$ cat src/rtl/load_store_unit.sv
// Load/store unit: single-request memory initiator with sub-word extraction and
// read-modify-write byte/halfword stores. Optional trap build: LSU_MISALIGN_TRAP_EN.
module load_store_unit (
    input  logic        clk,
    input  logic        rst_n,
    input  logic        req,
    input  logic        we,
    input  logic [1:0]  size,
    input  logic        sign_ext,
    input  logic [31:0] addr,
    input  logic [31:0] wdata,
    output logic        busy,
    output logic        done,
    output logic [31:0] rdata,
`ifdef LSU_MISALIGN_TRAP_EN
    output logic        fault,
`endif
    output logic [31:0] adr,
    output logic [31:0] writedata,
    output logic        MR,
    output logic        MW,
    input  logic [31:0] readdata
);

    typedef enum logic [1:0] {IDLE, RD, WR, DONE} state_t;

    state_t      state, state_nxt;
    logic        cap_we;
    logic [1:0]  cap_size;
    logic        cap_sext;
    logic [31:0] cap_addr;
    logic [31:0] cap_wdata;
    logic [31:0] rd_word;

    function automatic logic [31:0] extract(input logic [31:0] word, input logic [1:0] sz,
                                            input logic [1:0] a, input logic sx);
        logic signed [7:0]  b;
        logic signed [15:0] h;
        b = word[{a, 3'b000} +: 8];
        h = word[{a[1], 4'b0000} +: 16];
        case (sz)
            2'b00:   extract = sx ? {{24{b[7]}}, b} : {24'b0, b};
            2'b01:   extract = sx ? {{16{h[15]}}, h} : {16'b0, h};
            default: extract = word;
        endcase
    endfunction

    function automatic logic [31:0] merge(input logic [31:0] word, input logic [31:0] wd,
                                          input logic [1:0] sz, input logic [1:0] a);
        logic [31:0] m;
        m = word;
        case (sz)
            2'b00:   m[{a, 3'b000} +: 8]     = wd[7:0];
            2'b01:   m[{a[1], 4'b0000} +: 16] = wd[15:0];
            default: m = wd;
        endcase
        return m;
    endfunction

`ifdef LSU_MISALIGN_TRAP_EN
    function automatic logic misaligned(input logic [1:0] sz, input logic [1:0] a);
        return ((sz == 2'b01) && a[0]) || (sz[1] && (a != 2'b00));
    endfunction

    logic fault_r;
`endif

    always_ff @(posedge clk or negedge rst_n) begin
        if (!rst_n) begin
            state <= IDLE;
            rdata <= 32'b0;
`ifdef LSU_MISALIGN_TRAP_EN
            fault_r <= 1'b0;
`endif
        end else begin
            state <= state_nxt;
            if (state == RD && !cap_we)
                rdata <= extract(readdata, cap_size, cap_addr[1:0], cap_sext);
`ifdef LSU_MISALIGN_TRAP_EN
            if (state == IDLE && req)
                fault_r <= misaligned(size, addr[1:0]);
`endif
        end
    end

    // Request and read-word holding registers need no reset: outputs are gated by state.
    always_ff @(posedge clk) begin
        if (state == IDLE && req) begin
            cap_we    <= we;
            cap_size  <= size;
            cap_sext  <= sign_ext;
            cap_addr  <= addr;
            cap_wdata <= wdata;
        end
        if (state == RD)
            rd_word <= readdata;
    end

    always_comb begin
        state_nxt = state;
        busy      = (state != IDLE);
        done      = 1'b0;
        MR        = 1'b0;
        MW        = 1'b0;
        adr       = 32'b0;
        writedata = 32'b0;
        case (state)
            IDLE: begin
                if (req) begin
`ifdef LSU_MISALIGN_TRAP_EN
                    if (misaligned(size, addr[1:0]))
                        state_nxt = DONE;
                    else
`endif
                    if (we && size[1])
                        state_nxt = WR;
                    else
                        state_nxt = RD;
                end
            end
            RD: begin
                MR        = 1'b1;
                adr       = {cap_addr[31:2], 2'b00};
                state_nxt = cap_we ? WR : DONE;
            end
            WR: begin
                MW        = 1'b1;
                adr       = {cap_addr[31:2], 2'b00};
                // Word stores skip RD, so rd_word is only meaningful for sub-word merges.
                writedata = cap_size[1] ? cap_wdata
                                        : merge(rd_word, cap_wdata, cap_size, cap_addr[1:0]);
                state_nxt = DONE;
            end
            DONE: begin
                done      = 1'b1;
                state_nxt = IDLE;
            end
            default: state_nxt = IDLE;
        endcase
    end

`ifdef LSU_MISALIGN_TRAP_EN
    assign fault = (state == DONE) && fault_r;
`endif

endmodule

$ cat config.mk
export PLATFORM = sky130hd
export DESIGN_NAME = load_store_unit
export DESIGN_NICKNAME = d
export VERILOG_FILES = /design/src/rtl/load_store_unit.sv
export SDC_FILE = /design/constraint.sdc
export NUM_CORES = 1
export LEC_CHECK = 0
export CORE_MARGIN = 1
export CORE_UTILIZATION = 40
export CTS_CLUSTER_SIZE = 14
export DETAILED_ROUTE_END_ITERATION = 8
export PLACE_DENSITY = 0.71
export SYNTH_ARGS = -nofsm -noshare
export SYNTH_HDL_FRONTEND = slang
export SYNTH_SLANG_ARGS = --single-unit
$ cat constraint.sdc
create_clock -name clk -period 4.5 [get_ports clk]
set_input_delay 0.45 -clock clk [delete_from_list [all_inputs] [get_ports clk]]
set_output_delay 0.45 -clock clk [all_outputs]
set_load 0.01 [all_outputs]
# Word level (Yosys, flattened, before mapping)

Index checks and enable logic that the tools add are counted.

Reduce and logical (&&, ||, !) cells: 8
Add/sub/neg operators: 2
Shift operators: 6
Muxes and demuxes: 16
Equality and inequality tests: 5

Operator list:

| cell                      | count |
|---|---|
| $mux W32                  | 5 |
| $pmux W32 S2              | 2 |
| $bwmux W32                | 2 |
| $shift A16 B7 Y32 const A | 1 |
| $shift A8 B7 Y32 const A  | 1 |
| $shiftx A16 B7 Y32        | 1 |
| $shiftx A32 B6 Y16        | 1 |
| $shiftx A32 B6 Y8         | 1 |
| $shiftx A8 B7 Y32         | 1 |
| $neg A5 Y7                | 2 |
| $pmux W2 S4               | 1 |
| $eq A2 B1 Y1 const B      | 2 |
| $eq A2 B2 Y1 const B      | 2 |
| $logic_not A2 Y1          | 2 |
| $mux W1                   | 4 |
| $mux W2                   | 2 |
| $logic_and A1 B1 Y1       | 3 |
| $ne A2 B2 Y1 const B      | 1 |
| $reduce_bool A2 Y1        | 1 |
| $reduce_or A2 Y1          | 1 |
| $logic_not A1 Y1          | 1 |

Logic and storage cells: 45
Flip-flop bits (word level): 134
Bits of input ports: 103
Output and inout port bits: 100

# Depth between registers and ports, before layout

Gate-level depths: netlist of the first run.

Word-level depth: 6
Mapped depth: 9
Mapped depth without buffers: 6

# Worst setup path before layout of the first run

OpenSTA, ideal clock, no wires.

Path type: register to register
Start: register state[0]
End: register cap_addr[0] (enable)
Required time: 4.067 ns
Stages on the path, launching flop included: 4
Period minus slack after synthesis: 2.709 ns
Buffers on the path: 0
Slack: 1.791 ns
Arrival time: 2.276 ns
Setup time: 0.433 ns
Cell sequence: dfrtp_1 -> inv_1 -> ha_1 -> and2_1

Cells in the longest elaborated chain, start to end: 2

Ends and longest elaborated chain:

| element                | line | text |
|---|---|---|
| start, declared        | 27   | `state_t state, state_nxt;` |
| start signal, assigned | 76   | `state <= state_nxt;` |
| $logic_not A2 Y1       | 88   | `if (state == IDLE && req) begin` |
| $logic_and A1 B1 Y1    | 88   |  |
| end signal, assigned   | 92   | `cap_addr <= addr;` |
| end, declared          | 31   | `logic [31:0] cap_addr;` |

Every way passes these cells.
A chain may end at the register's enable or synchronous reset.

# Worst setup path in the final report of the first run

Start: register state[0]
End: output port writedata[30]

Cells in the longest elaborated chain, start to end: 2

Ends and longest elaborated chain:

| element       | line | text |
|---|---|---|
| $eq A2 B2 Y1  | 107  | `case (state)` |
| $mux W32      | 107  |  |
| end, declared | 19   | `output logic [31:0] writedata,` |

Every way passes these cells.

==> results of run 1 <==
[synth_stat cells (2+ instances only)]
cell type	count	area share
edfxtp_1	100	0.46
a21oi_1	58	0.044
o22ai_1	41	0.039
and2_1	40	0.038
nor2b_1	37	0.035
dfrtp_1	34	0.13
nand2_1	31	0.018
nor2_1	30	0.017
clkbuf_1	23	0.013
mux2i_1	19	0.029
a221oi_1	15	0.020
buf_2	14	0.011
ha_1	10	0.019
o21ai_0	10	0.0076
a32o_1	8	0.012
and3_1	8	0.0076
o21bai_1	8	0.0091
a22oi_1	7	0.0080
a32oi_1	7	0.0093
inv_1	7	0.0040
mux2_2	7	0.012
nand2b_1	7	0.0067
a211oi_1	6	0.0068
a21oi_2	5	0.0067
buf_6	5	0.0086
buf_4	4	0.0046
a31oi_1	3	0.0029
and4_1	2	0.0027
[cell families after synthesis]
kind of cell             after synthesis
AND/OR/NAND/NOR                      164
other                                  1
multiplexers                          26
AO/OA/AOI/OAI                        176
adder cells (fa/ha/maj)               10
flip-flops                           134
buffers and inverters                 53
[worst max-delay path: stages, from the launching register on]
cell and delay, ns:
dfrtp_1 0.41, inv_1 0.13, ha_1 0.27, inv_1 0.06, buf_4 0.24, or3_1 0.70, o22ai_1 0.37, clkdlybuf4s50_1 0.58
[cells in the final DEF (no fill, tap or decap), drive strengths merged, types with 3 or more instances in the layout]
cell             n
a211oi           7
a21oi           63
a221oi          15
a22oi            7
a31oi            3
a32o             8
a32oi            7
and2            40
and3             8
buf             11
clkbuf          17
clkdlybuf4s50  200
clkinv           5
clkinvlp         4
dfrtp           34
edfxtp         100
ha              10
inv             11
mux2             7
mux2i           19
nand2           31
nand2b           7
nor2            30
nor2b           37
nor3             3
o21ai           11
o21bai           8
o22ai           42
[per-layer routing]
| layer | wire length, um | track usage | vias to the layer above | part of all wire |
|---|---|---|---|---|
| met5 | 0 | 0 | - | 0 |
| met4 | 482 | 0.0944 | 0 | 0.024 |
| met3 | 1740 | 0.0681 | 43 | 0.087 |
| met2 | 9310 | 0.360 | 289 | 0.47 |
| met1 | 8400 | 0.317 | 2657 | 0.42 |
| li1 | - | - | 2489 | - |
[final cells by class]
type | count | area [um^2]
fillers | 1327 | 6730
flip-flops and latches | 134 | 3850
multi-input cells | 378 | 2460
repair buffers | 211 | 2080
clock buffers | 17 | 425
well taps | 216 | 270
clock inverters | 15 | 151
inverters | 7 | 26.3
[worst paths after layout]
path | from | end | slack, ns | cells after the start
worst max-delay path | state[0] | writedata[30] | 0.86 | 7
worst min-delay path | rst_n | rdata[18] | 0.46 | 2
worst min register to register | rdata[12] | rdata[12] | 0.52 | 2
worst max register to register | state[1] | rdata[19] | 1.55 | 6
max in group asynchronous | rst_n | state[1] | 3.73 | 2
min in group clk | rdata[12] | rdata[12] | 0.52 | 2
[state kept, by name, summed over array words and instances (netlist names)]
| name | count |
|---|---|
| cap_addr | 32 |
| cap_we | 1 |
| rd_word | 32 |
| cap_size | 2 |
| state | 2 |
| rdata | 32 |
| cap_sext | 1 |
| cap_wdata | 32 |
[power by group]
group | leakage, nW | switching (mW) | internal, mW
registers | 1.34 | 0.234 | 1.75
logic | 1.76 | 1.20 | 1.22
clock network | 0.272 | 0.562 | 0.816
total | 3.38 | 2.00 | 3.79
[per-stage QoR]
| step | hold WS [ns] | utilization | cell area, um^2 |
|---|---|---|---|
| floorplan | 0.154 | - | 6580 |
| global placement | 0.498 | 0.544 | 8700 |
| detailed placement | 0.499 | 0.544 | 8700 |
| CTS | 0.453 | 0.580 | 9270 |
| global route | 0.490 | 0.580 | 9270 |
| finish | 0.455 | 0.580 | 9270 |
==> flow_summary.json, run 1 <==
{
  "seq_area_frac_synth": 0.586,
  "rows": 46,
  "numCtsBuffers": 17,
  "arrival_ns": 3.19,
  "fin_ws_ns": 0.862,
  "synth_top_family_by_area": "compound AO/OA/AOI/OAI gates",
  "syn_area_um2": 6580,
  "clk_pin_slew_ns": 0.06,
  "placedCellCount": 946,
  "synth-edff-count": 100,
  "synth_warnings": 0,
  "yosys.area_share.adder": 0.0190,
  "rsz0062_at_grt": "false",
  "die_w_um": 130,
  "fin_setup_tns_ns": 0,
  "power_mw": 5.79,
  "crit_path_start_kind": "flop",
  "vdd_drop_max_uv": 429,
  "leakage_nw": 3.38,
  "max_freq_mhz": 275,
  "holdCritPathClass": "in -> async",
  "drtIter0Drc": 540,
  "dp_slack_ns": 1.33,
  "die_area_um2": 17000,
  "grt_max_degree": 62,
  "cp.required_ns": 4.05,
  "setup-violations-final": 0,
  "grt_pass1_wl_um": 29500,
  "cts.sinks": 134,
  "synth_xor_area_frac": 0,
  "clk_latency_ns": 0.42,
  "dr.pass1.iters": 5,
  "synth_area_per_cell_um2": 11.7,
  "antenna_found_initial": 0,
  "slew-limit-headroom": 0.125,
  "hold_viol_final": 0,
  "drive_above_1_share": 0.0801,
  "synth-compound-area-share": 0.177,
  "ys.flop_type": "edfxtp_1",
  "async_flop_share": 0.254,
  "drc": 0,
  "postRouteAntennaNets": 0,
  "viasPerCell": 5.60,
  "die_h_um": 130,
  "clock_skew_ns": 0.00526,
  "worstMarginPinSlew_ns": 1.30,
  "path_max_fanout": 33,
  "finalCritPeriodShare": 0.809,
  "yosys_register_bits": 134,
  "synth.distinct_cells": 46,
  "diodes": 0,
  "cts_max_level": 4,
  "vias": 5478,
  "cellPowerDensity_nw_per_um2": 624,
  "crit_type": "reg -> out",
  "synthMuxAreaShare": 0.0409,
  "wirelength_um": 19900,
  "grt_pass1_vias": 5312,
  "drv_cap": 0,
  "cts_root_buffer": "clkbuf_16",
  "status": "finished clean",
  "post-cts-setup-buffers": 0,
  "dp_hpwl_um": 14000,
  "holdBufCountCts": 0,
  "cts_buffer_depth": 2,
  "syn2layout_area_growth_pct": 40.9,
  "min_period_ns": 3.64,
  "final_cells": 978,
  "gp_congestion": 0.893,
  "synth-simple-area-share": 0.136,
  "wl_per_cell_um": 20.4,
  "grt_usage": 0.237,
  "endpoint_kind": "output port",
  "initial_utilization": 0.411,
  "numPortBuffers": 200,
  "cts_tree": "built",
  "grt.overflow.total": 0,
  "io_pins": 203,
  "post_cts_resized": 0,
  "core_um2": 16000,
  "drv_slew": 0,
  "nNetsFinal": 862,
  "syn_inst": 564
}
Power figures use the tool's default switching activity.
==> run 2: changes to the inputs <==
- PLACE_DENSITY: 0.71 -> 0.74
- clock period: 4.5 -> 3.3 ns (I/O delays scaled with it)
==> flow_summary.json, run 2 (same netlist as run 1, synthesis figures left out) <==
{
  "cp.required_ns": 2.97,
  "vias": 5501,
  "core_um2": 16000,
  "clk_latency_ns": 0.42,
  "nNetsFinal": 876,
  "clock_skew_ns": 0.0123,
  "numCtsBuffers": 17,
  "status": "finished clean",
  "r2r-start": "state[1]",
  "clk_pin_slew_ns": 0.06,
  "r2r_end": "rdata[22]",
  "setup-violations-final": 0,
  "final_common_cell": "clkdlybuf4s50_1",
  "dp_slack_ns": 0.399,
  "path_max_fanout": 8,
  "fin_ws_ns": 0.187,
  "slowest_delay_ns": 0.62,
  "grt-busiest-layer": "met2",
  "slew-limit-headroom": 0.476,
  "path_delay_family": "buffers and inverters",
  "fin_area_um2": 9430,
  "initial_utilization": 0.411,
  "hold_viol_final": 0,
  "cts_max_level": 4,
  "arrival_ns": 2.78,
  "grt_max_degree": 46,
  "cts_tree": "built",
  "endpoint_kind": "output port",
  "syn2layout_area_growth_pct": 43.2,
  "fin_setup_tns_ns": 0,
  "crit_path_start_kind": "flop",
  "dp_hpwl_um": 14800,
  "vdd_drop_max_uv": 489,
  "worstMarginPinSlew_ns": 0.783,
  "diodes": 0,
  "grt_pass1_wl_um": 30500,
  "cp.depth": 7,
  "grt_use_met1": 0.319,
  "crit_path_end": "writedata[7]",
  "rsz0062_at_grt": "false",
  "final_cell_mix": "200 x clkdlybuf4s50_1, 100 x edfxtp_1, 58 x a21oi_1, 41 x o22ai_1, 39 x and2_1",
  "grt_usage": 0.245,
  "wirelength_um": 20400,
  "wl_per_cell_um": 20.6,
  "min_period_ns": 3.11,
  "place_area_um2": 8780,
  "cellPowerDensity_nw_per_um2": 847,
  "cts_buffer_depth": 2,
  "holdCritPathClass": "in -> async",
  "finalCritPeriodShare": 0.943,
  "leakage_nw": 3.48,
  "drc": 0,
  "grt.overflow.total": 0,
  "holdWs_ns": 0.329,
  "drv_cap": 0,
  "die_area_um2": 17000,
  "dr.pass1.iters": 5,
  "antenna_found_initial": 0,
  "path_buf_inv": 2,
  "die_h_um": 130,
  "rows": 46,
  "crit_type": "reg -> out",
  "numPortBuffers": 200,
  "postRouteAntennaNets": 0,
  "drtIter0Drc": 463,
  "drv_slew": 0,
  "power_mw": 7.98,
  "ff2ff_setup_slack_ns": 0.96,
  "grt_pass1_vias": 5344,
  "grt_util_met2": 0.402,
  "cp_cell_sequence": "inv_1 -> ha_1 -> nor2_1 -> a31o_2 -> nand2_1 -> a221oi_1 -> clkdlybuf4s50_1",
  "cts.sinks": 134,
  "gp_congestion": 0.896,
  "r2r_cells": 9,
  "cts_root_buffer": "clkbuf_16",
  "die_w_um": 130,
  "gr-usage-met3": 0.0664,
  "max_freq_mhz": 321,
  "drive_above_1_share": 0.0992,
  "startpoint": "cap_addr[1]",
  "io_pins": 203,
  "viasPerCell": 5.55,
  "slowest_stage": "clkdlybuf4s50_1"
}
run 2: power by group:
part	internal (mW)	total (mW)	switching, mW
logic	1.71	3.37	1.66
clock network	1.19	1.90	0.715
registers	2.39	2.70	0.310
run 2: how the worst min path moves through the flow:
stage	start	end	slack [ns]	cells after the start
6_report	rst_n	rdata[24]	0.33	2
5_1_grt	rst_n	rdata[24]	0.35	2
4_1_cts	rst_n	rdata[24]	0.33	2
3_5_place_dp	rdata[11]	rdata[11]	0.51	2
3_3_place_gp	rdata[13]	rdata[13]	0.50	2
2_1_floorplan	rst_n	rdata[0]	0.03	0
run 2: per-stage QoR:
stage | std cells | util
floorplan | 565 | -
global placement | 956 | 0.549
detailed placement | 956 | 0.549
CTS | 989 | 0.587
global route | 992 | 0.589
finish | 992 | 0.589
run 2: timing repair:
item / in CTS / in global routing
setup buffers: 1 / 3
hold endpoints to repair: 0 / 0
endpoints found under the setup margin: 3 / 30
resized for setup: 0 / 2
hold buffers: 0 / 0
run 2: worst register-to-register path: cells and delay by family (launching register included):
kind / cells / cell delay [ns]
AO/OA/AOI/OAI: 3 / 0.35
AND/OR/NAND/NOR: 1 / 0.22
buffers and inverters: 4 / 1.02
flip-flops: 1 / 0.42
adder cells (fa/ha/maj): 1 / 0.17
run 2: layout make-up:
| type | count | area, um^2 |
|---|---|---|
| multi-input combinational | 378 | 2470 |
| inverter | 7 | 26.3 |
| sequential | 134 | 3850 |
| clock inverter | 8 | 82.6 |
| clock buffer | 24 | 523 |
| fill | 1353 | 6580 |
| timing repair buffer | 225 | 2200 |
| tap | 216 | 270 |
run 2: layer usage:
metal	vias up	wire [um]
met1	2695	8500
met4	0	288
met3	28	1540
li1	2524	-
met2	254	10100
met5	-	0
==> run 3: changes to the inputs <==
- CELL_PAD_IN_SITES_DETAIL_PLACEMENT: unset -> 2
- CELL_PAD_IN_SITES_GLOBAL_PLACEMENT: unset -> 2
- CORE_UTILIZATION: 40 -> 27
- PLACE_DENSITY: 0.74 -> 0.78
- SLEW_MARGIN: unset -> 0
==> flow_summary.json, run 3 (same netlist as run 1, synthesis figures left out) <==
{
  "viasPerCell": 5.16,
  "core_um2": 23700,
  "clkPwrFrac": 0.252,
  "grt_pass1_wl_um": 38000,
  "status": "finished clean",
  "setup-violations-final": 0,
  "fin_area_um2": 9550,
  "gp_congestion": 0.863,
  "die_w_um": 158,
  "endpoint_kind": "output port",
  "dr.pass1.iters": 4,
  "postRouteAntennaNets": 0,
  "grt_max_degree": 46,
  "min_period_ns": 3.19,
  "syn2layout_area_growth_pct": 45.1,
  "grt-busiest-layer": "met2",
  "cts.sinks": 134,
  "final_cells": 1087,
  "dp_hpwl_um": 18500,
  "clk_pin_slew_ns": 0.06,
  "clk_latency_ns": 0.42,
  "grt_pass1_vias": 6192,
  "final_common_cell": "clkdlybuf4s50_1",
  "r2r_cells": 7,
  "fill_cells": 2495,
  "drv_slew": 0,
  "r2r_end": "rdata[11]",
  "final_cell_mix": "200 x clkdlybuf4s50_1, 100 x edfxtp_1, 58 x a21oi_1, 41 x o22ai_1, 39 x and2_1",
  "die_h_um": 158,
  "rsz0062_at_grt": "false",
  "drtIter0Drc": 309,
  "placedCellCount": 1055,
  "grt_util_met2": 0.360,
  "r2r-start": "state[1]",
  "cts_max_level": 4,
  "vias": 5611,
  "fin_setup_tns_ns": 0,
  "switchingPower_mw": 2.89,
  "gr-usage-met3": 0.0435,
  "antenna_found_initial": 0,
  "crit_type": "reg -> out",
  "cts_root_buffer": "clkbuf_16",
  "hold_viol_final": 0,
  "rows": 56,
  "diodes": 0,
  "initial_utilization": 0.278,
  "drc": 0,
  "holdCritPathClass": "in -> async",
  "numPortBuffers": 200,
  "combPwrFrac": 0.418,
  "wl_per_cell_um": 23.5,
  "holdBufCountCts": 0,
  "switching_share": 0.347,
  "crit_path_start_kind": "flop",
  "ff2ff_setup_slack_ns": 0.96,
  "grt.overflow.total": 0,
  "arrival_ns": 2.86,
  "max_freq_mhz": 313,
  "io_pins": 203,
  "cts_buffer_depth": 2,
  "worstMarginPinSlew_ns": 0.861,
  "cp.required_ns": 2.97,
  "drv_cap": 0,
  "die_area_um2": 25000,
  "place_area_um2": 8900,
  "dp_slack_ns": 0.477,
  "grt_usage": 0.208,
  "path_max_fanout": 24,
  "nNetsFinal": 868,
  "clock_skew_ns": 0.00956,
  "cellPowerDensity_nw_per_um2": 871,
  "leakage_nw": 3.45,
  "wirelength_um": 25600,
  "grt_use_met1": 0.260,
  "holdWs_ns": 0.332,
  "fin_ws_ns": 0.109,
  "cts_tree": "built",
  "numCtsBuffers": 17,
  "power.internal_mw": 5.43,
  "vdd_drop_max_uv": 373,
  "seqPwrFrac": 0.330,
  "finalCritPeriodShare": 0.967,
  "slew-limit-headroom": 0.424,
  "drive_above_1_share": 0.0951
}
-- run 3: changes by cell type in the layout (fill, tap and decap cells not counted), moves of 3 or more --
cell       change
clkinv_1       +3
clkbuf_8       -5
bufinv_16      +4
buf_4          -9
-- run 3: worst max-delay path: stages (launching register included) --
cell and delay [ns]:
dfrtp_1 0.40, inv_1 0.14, ha_1 0.23, inv_1 0.09, or3_2 0.67, o22ai_1 0.30, clkdlybuf4s50_1 0.59
-- run 3: final cells by class --
| class | instances | area [um^2] | area share |
|---|---|---|---|
| clock inverters | 15 | 210 | 0.0220 |
| flip-flops and latches | 134 | 3850 | 0.404 |
| multi-input cells | 378 | 2480 | 0.260 |
| inverters | 7 | 26.3 | 0.00275 |
| clock buffers | 17 | 425 | 0.0446 |
| repair buffers | 217 | 2150 | 0.226 |
| well taps | 319 | 399 | 0.0418 |
-- run 3: metrics by stage --
step / utilization / total power, mW
after global routing: 0.403 / 8.74
after CTS: 0.403 / 8.40
final: 0.403 / 8.31
after floorplan: - / 4.34
after global placement: 0.376 / 6.06
after detailed placement: 0.376 / 6.24
-- run 3: layer usage --
layer | wire length, um | part of all wire | up-vias
li1 | - | - | 2504
met1 | 10600 | 0.42 | 2907
met2 | 13200 | 0.52 | 174
met3 | 1310 | 0.051 | 26
met4 | 418 | 0.016 | 0
met5 | 0 | 0 | -
-- run 3: power by group through the flow --
stage / Combinational (mW) / Sequential (mW) / Clock [mW]
after floorplan: 1.64 / 2.70 / 0
after global placement: 3.33 / 2.73 / 0
after detailed placement: 3.48 / 2.76 / 0
after CTS: 3.52 / 2.75 / 2.14
after global routing: 3.74 / 2.79 / 2.20
final: 3.47 / 2.75 / 2.10
-- run 3: worst max-delay path by stage --
stage	from	cells past startpoint	end
2_1_floorplan	state[0]	3	cap_addr[0]
3_3_place_gp	state[0]	6	writedata[15]
3_5_place_dp	state[0]	6	writedata[9]
4_1_cts	cap_size[1]	5	writedata[9]
5_1_grt	state[0]	6	writedata[17]
6_report	state[0]	6	writedata[9]
-- run 3: repair_timing --
action	CTS	global route
resized for setup	1	4
setup endpoints to repair	1	14
buffers inserted	0	0
==> edit 1: new RTL, flow settings as in run 3 <==
Add a define of `LSU_MISALIGN_TRAP_EN`.
--- a/src/rtl/load_store_unit.sv
+++ b/src/rtl/load_store_unit.sv
@@ -1,5 +1,7 @@
 // Load/store unit: single-request memory initiator with sub-word extraction and
 // read-modify-write byte/halfword stores. Optional trap build: LSU_MISALIGN_TRAP_EN.
+`define LSU_MISALIGN_TRAP_EN
+
 module load_store_unit (
     input  logic        clk,
     input  logic        rst_n,
Behaviour (old outputs only; new: fault): not the same (a bounded check fails within 4 cycles, from zero or initial values and one cycle with rst_n low).
==> edit 1 against run 3 <==
- sequential share of layout area increased by 0.082 points
- clock power decreased by 9%
- area after synthesis about the same
- global-route usage increased by 1.4 points
- utilization increased by 0.18 points
- routed wire length increased by 7.6%
- power decreased by 0.96%
- setup slack got worse by 0.0046 ns
- design area increased by 0.45%
- non-clock buffer count increased by 5
- sequential cell count increased by 1
- critical path type unchanged
- largest cell class unchanged
- highest routed layer is now met5
==> edit 1: results (changes against run 3) <==
status complete, no violations; DR vias/cell 5.34 (+3.5%); antenna violations before repair 2 (+2); Max VDD drop 364 uV (-2.4%); Detailed Route Iter0 Violations 345 (+12%); WP data arrival 2.87 ns (about the same); synth cell count leaders 100 x edfxtp_1, 56 x a21oi_1, 36 x nor2_1; DP Wirelength 20.1 mm (+9.2%); EDFF count, synth 100 (unchanged); CTS clk-pin slew, worst paths 0.07 ns; fraction of layout cells with a size suffix above 1 9.59% (+0.080 points); via count 5830 (+3.9%); synth warn 0 (unchanged); final WL 27.5 mm (+7.6%); class of the worst hold path in2async; Total Routing Usage GR 22.2% (+1.4 points); number of global-route vias before repair 6394 (+3.3%); Worst path slowest cell edfxtp_1; DP Cell Count 1055 (unchanged); async set-reset flop share out of synthesis 25.9% (+0.55 points); Crit Reg-Reg Startpoint cap_size[1]$_DFFE_PP_; most common flop cell mapped by yosys edfxtp_1; root buf cell clkbuf_16; Port-buffer cells 201 (+0.50%); CP Class reg2out; CTS max path bufs 2 (unchanged); skew final 0.0215 ns (+0.0119 ns); first-pass GRT wire length 40.4 mm (+6.4%); Max FO, Critical Path 17 (-29%); clk_lat worst skew 0.44 ns (+0.02 ns); Slew HR 40.5% (-2.0 points); # H-tree levels 4 (unchanged); most area-consuming cells after synthesis edfxtp_1 46%, dfrtp_1 13%, a21oi_1 4.3%; placed inst area 0.00894 mm^2 (+0.45%); Synth Instances 560 (-0.71%); Lkg Pwr 0.00345 uW (-0.20%); NumNets Final 872 (+0.46%); TritonRoute pass-1 iters 4 (unchanged); Placer Congestion 0.844 (-2.2%); largest net degree at the start of global routing 49 (+6.5%); sequential-to-total area share from yosys stat 58.9% (+0.37 points); Netlist cell types 46 (unchanged); Crit path largest cell delay 0.84 ns (+0.17 ns); CTS Buf Count 17 (unchanged)
## edit 1: cell count changes after synthesis, moves of 8 or more
cell	change
a31oi_1	+11
o22ai_1	-22
o21ai_0	+17
a211oi_1	+24
o21bai_1	-8
nor2b_1	-25
## edit 1: layout make-up
| type | instances | area (um^2) |
|---|---|---|
| clock inverters | 12 | 104 |
| clock buffers | 20 | 489 |
| inverters | 11 | 48.8 |
| repair buffers | 222 | 2180 |
| fillers | 2468 | 14100 |
| flip-flops and latches | 135 | 3880 |
| repair inverters | 1 | 5.00 |
| well taps | 319 | 399 |
| multi-input cells | 371 | 2480 |
## edit 1: worst max-delay path, delay by kind of cell, from the launching register on
family,cells,cell delay [ns]
flops,1,0.84
buf+inv,1,0.61
compound gates,2,0.50
simple gates,1,0.47
## edit 1: worst paths after layout
kind                                          end  slack [ns]  cells past startpoint
max in group asynchronous     fault_r$_DFFE_PN0P_        2.72                      1
min in group clk           cap_addr[15]$_DFFE_PP_        0.45                      1
setup / recovery                     writedata[7]        0.10                      4
setup reg to reg            rdata[25]$_DFFE_PN0P_        0.79                      4
hold / removal              rdata[19]$_DFFE_PN0P_        0.01                      1
hold reg to reg               fault_r$_DFFE_PN0P_        0.52                      2
## edit 1: cells by family (layout without fill, tap and decap cells)
logic type / after synthesis / count (layout) / share of synthesized area [%]
compound gates: 207 / 207 / 21.3
flops: 135 / 135 / 58.9
simple gates: 126 / 126 / 10.1
buf+inv: 55 / 266 / 3.71
mux: 26 / 26 / 4.05
fa+ha+maj: 10 / 10 / 1.90
other cells: 1 / 2 / 0.0570
## edit 1: repair_timing
item	in CTS	in global routing
gates cloned	0	1
pin swaps	0	0
resized for setup	7	5
endpoints found under the setup margin	28	23
setup buffers	3	0
endpoints found under the hold margin	0	0
## edit 1: through the flow
step,setup slack (ns),hold slack (ns)
floorplan,0.628,0.0344
global placement,0.435,0.462
detailed placement,0.270,0.497
CTS,0.00412,0.0215
global route,0.00514,0.0561
finish,0.104,0.00971
## edit 1: power breakdown
| part | switching (uW) | total (uW) | internal, uW |
|---|---|---|---|
| logic | 1840 | 3570 | 1730 |
| clock network | 829 | 1920 | 1100 |
| registers | 351 | 2740 | 2390 |
| total | 3020 | 8230 | 5210 |
## edit 1: routing by layer
| metal | vias up | GRT usage, % | wire (um) |
|---|---|---|---|
| met5 | - | 0 | 13 |
| met1 | 3020 | 27.0 | 11200 |
| met4 | 2 | 7.78 | 680 |
| met3 | 35 | 4.46 | 1430 |
| met2 | 209 | 38.8 | 14200 |
| li1 | 2564 | - | - |
==> edit 2: new RTL, flow settings as in run 3 <==
Made on the original files. Add an input register stage for `readdata`; this delays it by one clock. The other inputs are not delayed to match.
--- a/src/rtl/load_store_unit.sv
+++ b/src/rtl/load_store_unit.sv
@@ -23,6 +23,12 @@
 );
 
     typedef enum logic [1:0] {IDLE, RD, WR, DONE} state_t;
+
+    logic [31:0] readdata_q;
+
+    always_ff @(posedge clk) begin
+        readdata_q <= readdata;
+    end
 
     state_t      state, state_nxt;
     logic        cap_we;
@@ -75,7 +81,7 @@
         end else begin
             state <= state_nxt;
             if (state == RD && !cap_we)
-                rdata <= extract(readdata, cap_size, cap_addr[1:0], cap_sext);
+                rdata <= extract(readdata_q, cap_size, cap_addr[1:0], cap_sext);
 `ifdef LSU_MISALIGN_TRAP_EN
             if (state == IDLE && req)
                 fault_r <= misaligned(size, addr[1:0]);
@@ -93,7 +99,7 @@
             cap_wdata <= wdata;
         end
         if (state == RD)
-            rd_word <= readdata;
+            rd_word <= readdata_q;
     end
 
     always_comb begin
Behaviour: not the same (Yosys sat finds a counterexample within 4 cycles, from zero or initial values and one cycle with rst_n low).
==> edit 2 against run 3 <==
- setup slack lost 0.087 ns
- highest routed layer unchanged
- routed wire length grew 1.5%
- cell count rose by 2.9%
- largest power group unchanged
- power is 5.3% higher
- sequential cell count up 32
- critical path depth increased by 1
- area after synthesis grew 8.5%
- design area up 6.9%
==> edit 2: results (changes against run 3) <==
status complete, no violations; NumNets Final 884 (+1.8%); first-pass GRT wire length 38.1 mm (+0.27%); met3 usage 5.85% (+1.5 points); Detailed Route Iter0 Violations 294 (-4.9%); class of the worst hold path in2async; skew final 0.0106 ns (+0.000995 ns); met1 wire length 10.6 mm (-0.58%); number of global-route vias before repair 6244 (+0.84%); CTS clk-pin slew, worst paths 0.07 ns; DP Wirelength 18.1 mm (-1.8%); Synth Instances 574 (+1.8%); Netlist cell types 42 (-8.7%); Max VDD drop 327 uV (-12%); fraction of layout cells with a size suffix above 1 10.6% (+1.1 points); final WL 26.0 mm (+1.5%); Port-buffer cells 200 (unchanged); sequential-to-total area share from yosys stat 62.9% (+4.4 points); Crit path largest cell delay 0.55 ns (-0.12 ns); Worst path slowest cell clkdlybuf4s50_1; clk_lat worst skew 0.44 ns (+0.02 ns); DP Worst Slack 0.487 ns (+0.00970 ns); Design Area, Final 0.0102 mm^2 (+6.9%); DP Cell Count 1087 (+3.0%); Placer Congestion 0.800 (-7.3%); Met3 Wirelength 1.71 mm (+30%); delay-heaviest family, CP buffers and inverters; WP data arrival 2.95 ns (+0.09 ns); most area-consuming cells after synthesis edfxtp_1 42%, dfrtp_1 12%, dfxtp_1 9.0%; placed inst area 0.00957 mm^2 (+7.5%); Lkg Pwr 0.00370 uW (+7.2%); Max FO, Critical Path 8 (-67%); FILL cells 2696 (+8.1%); CTS max path bufs 2 (unchanged); met1 track demand over resource 23.3% (-2.7 points); DR WL met2 13.2 mm (-0.45%); largest net degree at the start of global routing 56 (+22%); Top Layer Used met4; GR Layer Usage met2 33.0% (-3.0 points); synth cell count leaders 100 x edfxtp_1, 34 x dfrtp_1, 32 x dfxtp_1, 32 x o21ai_0, 32 x o22ai_1; async set-reset flop share out of synthesis 20.5% (-4.9 points); DR WL/cell 23.2 um (-1.4%); DR vias/cell 5.04 (-2.3%); Total Routing Usage GR 19.5% (-1.3 points); Slew HR 50.7% (+8.3 points)
## edit 2: worst paths after layout
path / from / endpoint / slack, ns / cells after the start
setup reg to reg: state[1]$_DFFE_PN0P_ / rdata[9]$_DFFE_PN0P_ / 0.69 / 5
setup / recovery: cap_addr[1]$_DFFE_PP_ / writedata[20] / 0.02 / 7
min in group clk: readdata[14] / readdata_q[14]$_DFF_P_ / 0.33 / 1
hold / removal: rst_n / rdata[14]$_DFFE_PN0P_ / 0.32 / 2
hold reg to reg: readdata_q[11]$_DFF_P_ / rd_word[11]$_DFFE_PP_ / 0.48 / 0
max in group asynchronous: rst_n / rdata[2]$_DFFE_PN0P_ / 2.61 / 2
## edit 2: final cells by class
type / count / area share (%)
flip-flops and latches: 166 / 44.0
clock inverters: 13 / 1.52
inverters: 10 / 0.368
multi-input cells: 353 / 23.9
well taps: 335 / 4.11
repair buffers: 223 / 21.6
clock buffers: 19 / 4.45
## edit 2: cells by family (layout without fill, tap and decap cells)
group                      count (synthesis)  after routing  share of synthesized area [%]
DFF                                      166            166                           62.9
AOI/OAI and AO/OA                        165            165                           15.5
and+or+nand+nor                          150            150                           12.3
buffers and inverters                     56            265                           3.35
muxes                                     26             26                           4.12
adders and majority gates                 10             10                           1.75
other                                      1              2                         0.0525
## edit 2: per-stage QoR
step,setup TNS [ns],hold WS (ns),power [uW]
after global placement,0,0.460,6590
final,0,0.320,8760
after global routing,-0.00527,0.315,9230
after CTS,0,0.316,8870
after floorplan,0,0.0344,4710
after detailed placement,0,0.462,6690
## edit 2: power breakdown
part	internal, uW	leakage, uW	switching (uW)	total, uW
clock network	1190	0.000302	918	2110
registers	2800	0.00159	361	3160
logic	1720	0.00181	1770	3490
total	5710	0.00370	3050	8760
